[src/rtl/hilo_div_ctrl.sv]
// Radix-2 restoring DIV/DIVU sequencer for the HI/LO pair, one quotient bit per cycle.
// Optional macro HILO_DIV_ZERO_EXC_EN: flag divide-by-zero on div_zero_o instead of writing HI/LO.
module hilo_div_ctrl #(
  parameter int WIDTH = 32
) (
  input  logic             clk,
  input  logic             rst,
  input  logic             start_i,
  input  logic             signed_i,
  input  logic [WIDTH-1:0] opdata1_i,
  input  logic [WIDTH-1:0] opdata2_i,
  input  logic             annul_i,
  output logic             stallreq_o,
  output logic             ready_o,
  output logic [WIDTH-1:0] hi_o,
  output logic [WIDTH-1:0] lo_o,
  output logic             hilo_we_o
`ifdef HILO_DIV_ZERO_EXC_EN
  ,
  output logic             div_zero_o
`endif
);

  localparam int CW = $clog2(WIDTH) + 1;

  typedef enum logic [1:0] {IDLE, DIVZERO, BUSY, DONE} state_e;

  state_e           state_q, state_d;
  logic [CW-1:0]    cnt_q, cnt_d;
  logic [WIDTH-1:0] rem_q, rem_d, quo_q, quo_d, dvs_q, dvs_d;
  logic [WIDTH-1:0] hi_q, hi_d, lo_q, lo_d;
  logic             negq_q, negq_d, negr_q, negr_d;
  logic             we_q, we_d, ready_q, ready_d;
`ifdef HILO_DIV_ZERO_EXC_EN
  logic             dz_q, dz_d;
`endif

  logic [WIDTH-1:0] abs1, abs2;
  logic [WIDTH:0]   sh;
  logic [WIDTH+1:0] trial;
  logic             ge;
  logic [WIDTH-1:0] rem_nx, quo_nx;

  assign abs1 = (signed_i && opdata1_i[WIDTH-1]) ? -opdata1_i : opdata1_i;
  assign abs2 = (signed_i && opdata2_i[WIDTH-1]) ? -opdata2_i : opdata2_i;

  // Shifted partial remainder needs one extra bit before the trial subtract.
  assign sh     = {rem_q, quo_q[WIDTH-1]};
  assign trial  = {1'b0, sh} - {2'b00, dvs_q};
  assign ge     = ~trial[WIDTH+1];
  assign rem_nx = ge ? trial[WIDTH-1:0] : sh[WIDTH-1:0];
  assign quo_nx = {quo_q[WIDTH-2:0], ge};

  always_comb begin
    state_d = state_q;
    cnt_d   = cnt_q;
    rem_d   = rem_q;
    quo_d   = quo_q;
    dvs_d   = dvs_q;
    negq_d  = negq_q;
    negr_d  = negr_q;
    hi_d    = hi_q;
    lo_d    = lo_q;
    we_d    = 1'b0;
    ready_d = ready_q;
`ifdef HILO_DIV_ZERO_EXC_EN
    dz_d    = 1'b0;
`endif
    case (state_q)
      IDLE: begin
        if (start_i && !annul_i) begin
          negq_d = signed_i && (opdata1_i[WIDTH-1] ^ opdata2_i[WIDTH-1]);
          negr_d = signed_i && opdata1_i[WIDTH-1];
          dvs_d  = abs2;
          rem_d  = '0;
          cnt_d  = '0;
          if (opdata2_i == '0) begin
            // Raw dividend parked in the quotient register for the HI write.
            state_d = DIVZERO;
            quo_d   = opdata1_i;
          end else begin
            state_d = BUSY;
            quo_d   = abs1;
          end
        end
      end
      DIVZERO: begin
        state_d = DONE;
        ready_d = 1'b1;
`ifdef HILO_DIV_ZERO_EXC_EN
        dz_d    = 1'b1;
`else
        hi_d    = quo_q;
        lo_d    = '1;
        we_d    = 1'b1;
`endif
      end
      BUSY: begin
        rem_d = rem_nx;
        quo_d = quo_nx;
        cnt_d = cnt_q + CW'(1);
        if (cnt_q == CW'(WIDTH - 1)) begin
          state_d = DONE;
          hi_d    = negr_q ? -rem_nx : rem_nx;
          lo_d    = negq_q ? -quo_nx : quo_nx;
          we_d    = 1'b1;
          ready_d = 1'b1;
        end
      end
      DONE: begin
        if (!start_i) begin
          state_d = IDLE;
          ready_d = 1'b0;
        end
      end
      default: state_d = IDLE;
    endcase
    if (annul_i) begin
      state_d = IDLE;
      hi_d    = hi_q;
      lo_d    = lo_q;
      we_d    = 1'b0;
      ready_d = 1'b0;
`ifdef HILO_DIV_ZERO_EXC_EN
      dz_d    = 1'b0;
`endif
    end
  end

  always_ff @(posedge clk or negedge rst) begin
    if (!rst) begin
      state_q <= IDLE;
      cnt_q   <= '0;
      rem_q   <= '0;
      quo_q   <= '0;
      dvs_q   <= '0;
      negq_q  <= 1'b0;
      negr_q  <= 1'b0;
      hi_q    <= '0;
      lo_q    <= '0;
      we_q    <= 1'b0;
      ready_q <= 1'b0;
`ifdef HILO_DIV_ZERO_EXC_EN
      dz_q    <= 1'b0;
`endif
    end else begin
      state_q <= state_d;
      cnt_q   <= cnt_d;
      rem_q   <= rem_d;
      quo_q   <= quo_d;
      dvs_q   <= dvs_d;
      negq_q  <= negq_d;
      negr_q  <= negr_d;
      hi_q    <= hi_d;
      lo_q    <= lo_d;
      we_q    <= we_d;
      ready_q <= ready_d;
`ifdef HILO_DIV_ZERO_EXC_EN
      dz_q    <= dz_d;
`endif
    end
  end

  assign stallreq_o = (state_q == IDLE && start_i && !annul_i) ||
                      (state_q == BUSY) || (state_q == DIVZERO);
  assign ready_o    = ready_q;
  assign hi_o       = hi_q;
  assign lo_o       = lo_q;
  assign hilo_we_o  = we_q;
`ifdef HILO_DIV_ZERO_EXC_EN
  assign div_zero_o = dz_q;
`endif

endmodule

[config.mk]
export PLATFORM = sky130hd
export DESIGN_NAME = hilo_div_ctrl
export DESIGN_NICKNAME = d
export VERILOG_FILES = /design/src/rtl/hilo_div_ctrl.sv
export SDC_FILE = /design/constraint.sdc
export NUM_CORES = 1
export LEC_CHECK = 0
export CAP_MARGIN = 0
export CELL_PAD_IN_SITES_DETAIL_PLACEMENT = 0
export CELL_PAD_IN_SITES_GLOBAL_PLACEMENT = 2
export CORE_MARGIN = 3
export CORE_UTILIZATION = 37
export CTS_CLUSTER_DIAMETER = 100
export DETAILED_ROUTE_END_ITERATION = 12
export GPL_ROUTABILITY_DRIVEN = 1
export PLACE_DENSITY = 0.94
export RECOVER_POWER = 100
export SYNTH_ARGS = -nofsm -noshare
export SYNTH_HDL_FRONTEND = slang
export SYNTH_SLANG_ARGS = --single-unit
[constraint.sdc]
create_clock -name clk -period 9.9 [get_ports clk]
set_input_delay 1.98 -clock clk [delete_from_list [all_inputs] [get_ports clk]]
set_output_delay 1.98 -clock clk [all_outputs]
set_load 0.03 [all_outputs]
## Yosys cells after proc, flatten, opt, wreduce, memory -nomap -nowiden

Cells that the tools add are included.

- Bits in registers: 172
- Input bits: 69
- Output and inout port bits: 67
- Word-level logic and storage cells: 77

- Add/sub/neg operators: 6
- Equality and inequality tests: 9
- Mux-type cells: 29
- Bitwise operators: 3
- Reductions and logical operators: 19

Operators with widths:

| kind | count |
|---|---|
| 32-bit two-way mux | 10 |
| 32-bit one-hot mux with 2 select lines | 4 |
| 32-bit negator | 4 |
| 33-bit by 32-bit subtractor with 34-bit output | 1 |
| 32-bit zero test | 1 |
| 6-bit one-hot mux with 2 select lines | 1 |
| 2-bit two-way mux | 5 |
| 3-bit != test, second input constant | 3 |
| 3-bit AND reduction | 3 |
| 2-bit one-hot mux with 4 select lines | 1 |
| 6-bit by 1-bit adder with 6-bit output, second input constant | 1 |
| 6-bit by 5-bit equality test with 1-bit output, second input constant | 1 |
| 1-bit logical AND | 6 |
| 6-bit two-way mux | 1 |
| 1-bit two-way mux | 5 |
| 2-bit equality test, second input constant | 2 |
| 2-bit != test, second input constant | 2 |
| 2-bit AND reduction | 2 |
| 2-bit nonzero test | 2 |
| 4-bit nonzero test | 1 |
| 1-bit one-hot mux with 3 select lines | 1 |
| 2-bit by 1-bit equality test with 1-bit output, second input constant | 1 |
| 2-bit zero test | 1 |
| 1-bit logical OR | 2 |
| other kinds (4) | 5 |

## Logic depth before layout (Yosys ltp)

Gate-level depths: netlist (run 1).

- Depth after elaboration: 6
- Mapped depth: 22

## Worst setup path before layout (run 1)

No wires, ideal clock.

- Path type: in2out
- Start: in annul_i
- End: out stallreq_o
- Data arrival time: 2.717 ns
- Data required time: 7.920 ns
- Slack: 5.203 ns
- Stages: 3
- Path buffers: 1
- Path through: nand3b_1 clkbuf_1 nand2_1

- Longest elaborated chain between the ends: 4

RTL lines:

| what | line | text |
|---|---|---|
| start: declaration | 12 | `input logic annul_i,` |
| 1-bit zero test | 164 | `assign stallreq_o = (state_q == IDLE && start_i && !annul_i) \|\|` |
| 1-bit logical AND | 164 |  |
| 1-bit logical OR | 164 |  |
| 1-bit logical OR | 165 | `(state_q == BUSY) \|\| (state_q == DIVZERO);` |
| end: declaration | 13 | `output logic stallreq_o,` |

Every way passes these cells.

## Final worst setup path (run 1)

- Start: reg dvs_q[6]
- End: reg lo_q[30] (netlist: lo_o[30])

- Longest elaborated chain between the ends: 6

RTL lines:

| what | line | text |
|---|---|---|
| start: declaration | 30 | `logic [WIDTH-1:0] rem_q, rem_d, quo_q, quo_d, dvs_q, dvs_d;` |
| start signal: assignment | 151 | `dvs_q <= dvs_d;` |
| 33-bit by 32-bit subtractor with 34-bit output | 49 | `assign trial = {1'b0, sh} - {2'b00, dvs_q};` |
| 1-bit NOT | 50 | `assign ge = ~trial[WIDTH+1];` |
| 32-bit negator | 105 | `lo_d = negq_q ? -quo_nx : quo_nx;` |
| 32-bit two-way mux | 105 |  |
| 32-bit two-way mux | 102 | `if (cnt_q == CW'(WIDTH - 1)) begin` |
| 32-bit one-hot mux with 2 select lines | 69 | `case (state_q)` |
| end signal: assignment | 155 | `lo_q <= lo_d;` |
| end: declaration | 31 | `logic [WIDTH-1:0] hi_q, hi_d, lo_q, lo_d;` |

Every way passes these cells. The select of a mux whose other input is x is not followed.
A chain may end at the register's enable or synchronous reset.

==> impl_metrics.toml, run 1 <==
[outcome]
status = "complete, but fails checks"
failed_checks = "max-capacitance violations, max-slew violations"

[floorplanning]
die-height_um = 191
fp.coreArea_sq_um = 33700
row_count = 67
die_w_um = 191
io_pins = 136
dieArea_sq_um = 36600
initial_core_util_pct = 37.7

[timing]
finClkSkew_ns = 0.0135
hold_violations = 0
fmax_mhz = 135
worst-slew-pin-transition_ns = 5.54
setup_viol = 0
drv_slew = 259
relSlewSlack_pct = -269
period_minus_slack_ns = 7.43
tns_ns = 0
period_share_pct = 75.0
rsz0062_at_grt = "false"

[setup_path]
critPathKind = "reg2reg"
cp.required_ns = 10.23
crit_arrival_ns = 7.75
ff2ff_path_depth = 17
endpoint = "lo_o[30]$_DFFE_PN0P_"
crit_path_end_kind = "flop"
start_kind = "flop"
crit_fanout = 55
startpoint = "dvs_q[6]$_DFFE_PN0P_"
r2r_slack_ns = 2.47
cpMaxStageDelayCell = "nand3_1"
max_stage_delay_ns = 1.69
timing.rr.end = "lo_o[30]$_DFFE_PN0P_"
cpMostUsedCell = "nand2b_1"
path_cells = "inv_1 -> ha_1 -> a21o_1 -> a221o_1 -> and2_4 -> a32oi_2 -> nand3_1 -> inv_4 -> ha_1 -> nand2b_1 -> or3_1 -> nand2b_1 -> nand2b_1 -> nand2b_1 -> o21ai_0 -> xnor2_1 -> o22a_1"
timing.rr.start = "dvs_q[6]$_DFFE_PN0P_"

[yosys]
syn_area_per_cell_sq_um = 8.14
synth_top_cell_by_area = "dfrtp_1"
syn_inst = 1559
synthesis.nets = 1670
ys_top_cells_by_count = "nand2_1, dfrtp_1, o21ai_0, nor2_1, a21oi_1"
synth-async-reset-ratio_pct = 100
synth_edf_count = 0
mappedNetlistArea_sq_um = 12700
synth.most_common_cell = "nand2_1"
synth-main-ff-cell = "dfrtp_1"
synth.area.top_cells = "dfrtp_1, o21ai_0, nand2_1, xor2_1, xnor2_1"
synth-seq-cells = 172
yosys.area.top_type_share_pct = 33.9
yosys_warnings = 0
synth_cell_types = 87
synth_seq_area_share_pct = 33.9

[clock_tree]
clock_path_buffers = 2
cts_resized = 0
clock_latency_ns = 0.45
clkTransAtPathRegs_ns = 0.07
cts_max_level = 4
cts.sinks = 172
cts_root_buffer = "clkbuf_16"
cts_setup_buffers = 0
cts_tree = "yes"
cts_made_buffers = 17
cts_hold_buf = 0

[detailed_routing]
first_pass_iters = 5
wl_per_cell_um = 18.4
antenna_left = 0
drt-vias-per-instance = 5.59
vias = 11675
totalWireLength_um = 38500
dr.first_iter.drc_count = 957
drc_errors = 0

[cells_and_area]
drive_gt1_share_pct = 4.21
diodes = 0
fillCellCount = 3447
area_growth_pct = 16.7
final_cells = 2087
final_nets = 1738

[placed_design]
port_buffers = 135
place_hpwl_um = 28600
place_congestion = 0.846
dp_cells = 2056

[grt]
antenna_found_initial = 0
gr-max-usage-layer = "met2"
use_met3_pct = 2.51
grt_max_degree = 102
track_usage_pct = 20.8
use_met1_pct = 28.7
grt_overflow = 0
met2_usage_pct = 34.7
grt_pass1_wl_um = 61000
grt_pass1_vias = 11142

[flow_run]
maxCapViolCount = 4

[power_and_ir_drop]
p_sw_uw = 2460
p_sw_share_pct = 50.5
powerDensity_nw_per_um2 = 329
p_comb_share_pct = 60.3
power.share.sequential_pct = 26.1
p_leak_uw = 0.00603
peakVddDrop_mv = 0.214
p_clk_share_pct = 13.6
intPower_uw = 2410

[worst_hold_path]
min_path_type = "reg2reg"
## through the flow
| step | utilization [%] | hold WS (ns) | worst slack [ns] | cell area, sq um | power [uW] |
|---|---|---|---|---|---|
| 6_report | 44.0 | 0.473 | 2.47 | 14800 | 4870 |
| 2_1_floorplan | - | 0.450 | 5.20 | 12700 | 3340 |
| 3_5_place_dp | 42.5 | 0.471 | 4.00 | 14300 | 4270 |
| 3_3_place_gp | 42.5 | 0.461 | 4.05 | 14300 | 4230 |
| 4_1_cts | 44.2 | 0.485 | 4.01 | 14900 | 4950 |
| 5_1_grt | 44.0 | 0.500 | 2.04 | 14800 | 5260 |
## cells by family after synthesis
group | after synthesis | share of synthesized area [%]
flip-flops | 172 | 33.9
AO/OA/AOI/OAI | 505 | 25.9
multiplexers | 31 | 2.45
buffers and inverters | 157 | 4.89
XOR/XNOR | 134 | 9.24
AND/OR/NAND/NOR | 518 | 19.4
adder cells (fa/ha/maj) | 42 | 4.20
## cell type report
cell class                      instances  area [sq um]  area share (%)
Clock inverter                         12           114           0.768
Tap cell                              448           561            3.78
Inverter                               62           235            1.59
Multi-Input combinational cell       1230          7750            52.3
Sequential cell                       172          4300            29.0
Timing Repair Buffer                  144          1410            9.48
Clock buffer                           19           453            3.06
## worst min-delay path by stage
stage | cells past startpoint | startpoint | to
2_1_floorplan | 2 | dvs_q[10]$_DFFE_PN0P_ | dvs_q[10]$_DFFE_PN0P_
3_3_place_gp | 2 | hi_o[3]$_DFFE_PN0P_ | hi_o[3]$_DFFE_PN0P_
3_5_place_dp | 2 | dvs_q[29]$_DFFE_PN0P_ | dvs_q[29]$_DFFE_PN0P_
4_1_cts | 2 | dvs_q[29]$_DFFE_PN0P_ | dvs_q[29]$_DFFE_PN0P_
5_1_grt | 2 | negr_q$_DFFE_PN0P_ | negr_q$_DFFE_PN0P_
6_report | 2 | hi_o[4]$_DFFE_PN0P_ | hi_o[4]$_DFFE_PN0P_
## state kept, by name, summed over array words and instances (netlist names)
register / flops
quo_q: 32
cnt_q: 6
hilo_we_o: 1
ready_o: 1
state_q: 2
negq_q: 1
lo_o: 32
rem_q: 32
negr_q: 1
hi_o: 32
dvs_q: 32
## placed cells by master (no fill, tap or decap), types with 14 or more instances in the layout
cell and n:
nand2b_1 14, nor3_1 25, o41ai_1 21, nand3_1 22, nand2_1 208, xnor2_1 66, clkbuf_16 17, nand4_1 18
dfrtp_1 172, nor4_1 16, o21ai_0 169, clkdlybuf4s50_1 64, a21oi_1 114, o31ai_1 35, xor2_1 68, o211ai_1 19
or3_1 17, ha_1 40, mux2i_1 30, a21o_1 14, inv_1 60, o22a_1 28, nor2_1 117, dlygate4sd3_1 70
## worst max-delay path, delay by kind of cell (launching register included)
| kind | cells | cell delay (ns) |
|---|---|---|
| fa+ha+maj | 2 | 0.68 |
| buf+inv | 2 | 1.41 |
| flops | 1 | 0.46 |
| compound gates | 5 | 1.38 |
| xor+xnor | 1 | 0.10 |
| simple gates | 7 | 3.25 |
## routing by layer
metal | vias to the layer above | share of wire (%)
met4 | 0 | 1.8
met3 | 46 | 3.5
met1 | 5628 | 47
met2 | 241 | 47
li1 | 5760 | -
met5 | - | 0
## power by group through the flow
stage / registers, uW / clock network [uW] / logic (uW)
after floorplan: 1350 / 0 / 1990
after global placement: 1280 / 0 / 2950
after detailed placement: 1290 / 0 / 2980
after CTS: 1280 / 676 / 2990
after global routing: 1310 / 705 / 3250
final: 1270 / 661 / 2940
Note: power is estimated with default switching activity, not from simulation.
==> run 2, diff against run 1 <==
--- a/config.mk
+++ b/config.mk
@@ -9,11 +9,11 @@
 export CELL_PAD_IN_SITES_DETAIL_PLACEMENT = 0
 export CELL_PAD_IN_SITES_GLOBAL_PLACEMENT = 2
 export CORE_MARGIN = 3
-export CORE_UTILIZATION = 37
+export CORE_UTILIZATION = 35
 export CTS_CLUSTER_DIAMETER = 100
 export DETAILED_ROUTE_END_ITERATION = 12
 export GPL_ROUTABILITY_DRIVEN = 1
-export PLACE_DENSITY = 0.94
+export PLACE_DENSITY = 0.9
 export RECOVER_POWER = 100
 export SYNTH_ARGS = -nofsm -noshare
 export SYNTH_HDL_FRONTEND = slang
==> constraint.sdc (replaced) <==
create_clock -name clk -period 7.5 [get_ports clk]
set_input_delay 1.5 -clock clk [delete_from_list [all_inputs] [get_ports clk]]
set_output_delay 1.5 -clock clk [all_outputs]
set_load 0.03 [all_outputs]
==> run 2 against run 1 <==
  * Via count is 0.68% lower
  * Design area increased by 0.51%
  * The run still ends with max-capacitance violations, max-slew violations left
  * Register-to-register slack worse by 0.80 ns
  * Fmax increased by 27%
  * Clock skew about the same
  * Global-route usage fell by 0.81 points
  * Core utilization is 2.2 points lower
  * Clock power increased by 41%
  * Routed wire length up 0.75%
  * Combinational power up 32%
==> impl_metrics.toml, run 2 (synthesis results as in run 1) <==
[cells_and_area]
layout_common_cells = "nand2_1, dfrtp_1, o21ai_0"
final_util_pct = 41.8
final_nets = 1738
fillCellCount = 3634
drive_gt1_share_pct = 4.39
diodes = 0
mostFrequentLayoutCell = "nand2_1"
area_growth_pct = 17.3

[floorplanning]
row_count = 69
initial_core_util_pct = 35.6
die_w_um = 196
io_pins = 136
dieArea_sq_um = 38600
fp.coreArea_sq_um = 35700
die-height_um = 196

[setup_path]
crit_fanout = 55
cpMaxStageDelayCell = "nor2_1"
endpoint = "hi_o[28]$_DFFE_PN0P_"
critPathKind = "reg2reg"
cp.required_ns = 7.88
crit_path_end_kind = "flop"
start_kind = "flop"
r2r_slack_ns = 1.67
path_cells = "inv_1 -> ha_1 -> clkinv_1 -> buf_4 -> nor2_1 -> nor2_1 -> nand2_1 -> buf_4 -> or3_1 -> nand3_1"
startpoint = "state_q[0]$_DFFE_PN0P_"
ff2ff_path_depth = 10
timing.rr.start = "state_q[0]$_DFFE_PN0P_"
timing.rr.end = "hi_o[28]$_DFFE_PN0P_"
max_stage_delay_ns = 2.57
crit_arrival_ns = 6.21

[grt]
grt_pass1_vias = 11090
grt_pass1_wl_um = 62100
grt_max_degree = 109
track_usage_pct = 20.0
antenna_found_initial = 3
grt_overflow = 0

[timing]
period_share_pct = 77.7
setup_viol = 0
hold_violations = 0
period_minus_slack_ns = 5.83
fmax_mhz = 172
tns_ns = 0
fin_ws_ns = 1.67
worst-slew-pin-transition_ns = 3.76
finClkSkew_ns = 0.0134
relSlewSlack_pct = -150
drv_slew = 296
rsz0062_at_grt = "false"

[clock_tree]
clock_path_buffers = 2
cts_setup_buffers = 0
cts_hold_buf = 0
cts_root_buffer = "clkbuf_16"
clock_latency_ns = 0.45
clkTransAtPathRegs_ns = 0.07
cts.sinks = 172
cts_made_buffers = 17
cts_tree = "yes"
cts_max_level = 4
cts_resized = 0

[detailed_routing]
drc_errors = 0
totalWireLength_um = 38800
antenna_left = 0
drt-vias-per-instance = 5.52
wl_per_cell_um = 18.5
vias = 11596
dr.first_iter.drc_count = 851
first_pass_iters = 5

[power_and_ir_drop]
powerDensity_nw_per_um2 = 435
p_leak_uw = 0.00608
peakVddDrop_mv = 0.274

[worst_hold_path]
min_path_type = "reg2reg"

[flow_run]
maxCapViolCount = 5

[placed_design]
place_congestion = 0.857
pre_cts_ws_ns = 2.09
place_hpwl_um = 29100
port_buffers = 135

[outcome]
status = "complete, but fails checks"
failed_checks = "max-capacitance violations, max-slew violations"
## run 2: cell count changes in the layout (fill, tap and decap cells not counted), sizes merged
| cell | delta |
|---|---|
| clkinvlp | -4 |
| clkbuf | +2 |
| inv | +2 |
| bufinv | +1 |
| clkdlybuf4s50 | +1 |
| dlygate4sd3 | -1 |
## run 2: final cells by class
cell class / count / area (sq um) / share of cell area (%)
clock buffers: 21 / 470 / 3.16
clock inverters: 11 / 131 / 0.882
inverters: 62 / 235 / 1.58
multi-input cells: 1230 / 7770 / 52.2
flip-flops and latches: 172 / 4300 / 28.9
well taps: 461 / 577 / 3.87
repair buffers: 144 / 1410 / 9.46
## run 2: how the worst min path moves through the flow
stage	start	to	cells past startpoint
6_report	dvs_q[19]$_DFFE_PN0P_	dvs_q[19]$_DFFE_PN0P_	2
5_1_grt	dvs_q[15]$_DFFE_PN0P_	dvs_q[15]$_DFFE_PN0P_	2
4_1_cts	dvs_q[19]$_DFFE_PN0P_	dvs_q[19]$_DFFE_PN0P_	2
3_5_place_dp	hi_o[3]$_DFFE_PN0P_	hi_o[3]$_DFFE_PN0P_	2
3_3_place_gp	dvs_q[15]$_DFFE_PN0P_	dvs_q[15]$_DFFE_PN0P_	2
2_1_floorplan	dvs_q[10]$_DFFE_PN0P_	dvs_q[10]$_DFFE_PN0P_	2
## run 2: per-layer routing
metal | track usage [%] | wire [um]
met2 | 32.8 | 18300
met3 | 3.16 | 1380
met1 | 28.2 | 18700
met4 | 4.09 | 442
met5 | 0 | 13
## run 2: power by group
group / switching (uW) / total (uW) / internal (uW)
Sequential: 392 / 1670 / 1280
Combinational: 2440 / 3880 / 1440
Clock: 413 / 935 / 522
Total: 3240 / 6480 / 3240
## run 2: worst max-delay path: cells and delay by family (launching register included)
kind	cells	cell delay [ns]
fa+ha+maj	1	0.85
simple gates	5	3.36
flops	1	0.40
buf+inv	4	1.12
## run 2: per-stage QoR
stage	cells	hold WS [ns]	power, uW	instance area [sq um]
finish	2101	0.477	6480	14900
detailed placement	2069	0.471	5630	14300
global placement	2069	0.462	5600	14300
floorplan	1559	0.450	4410	12700
global route	2101	0.491	7020	14900
CTS	2101	0.485	6580	14900
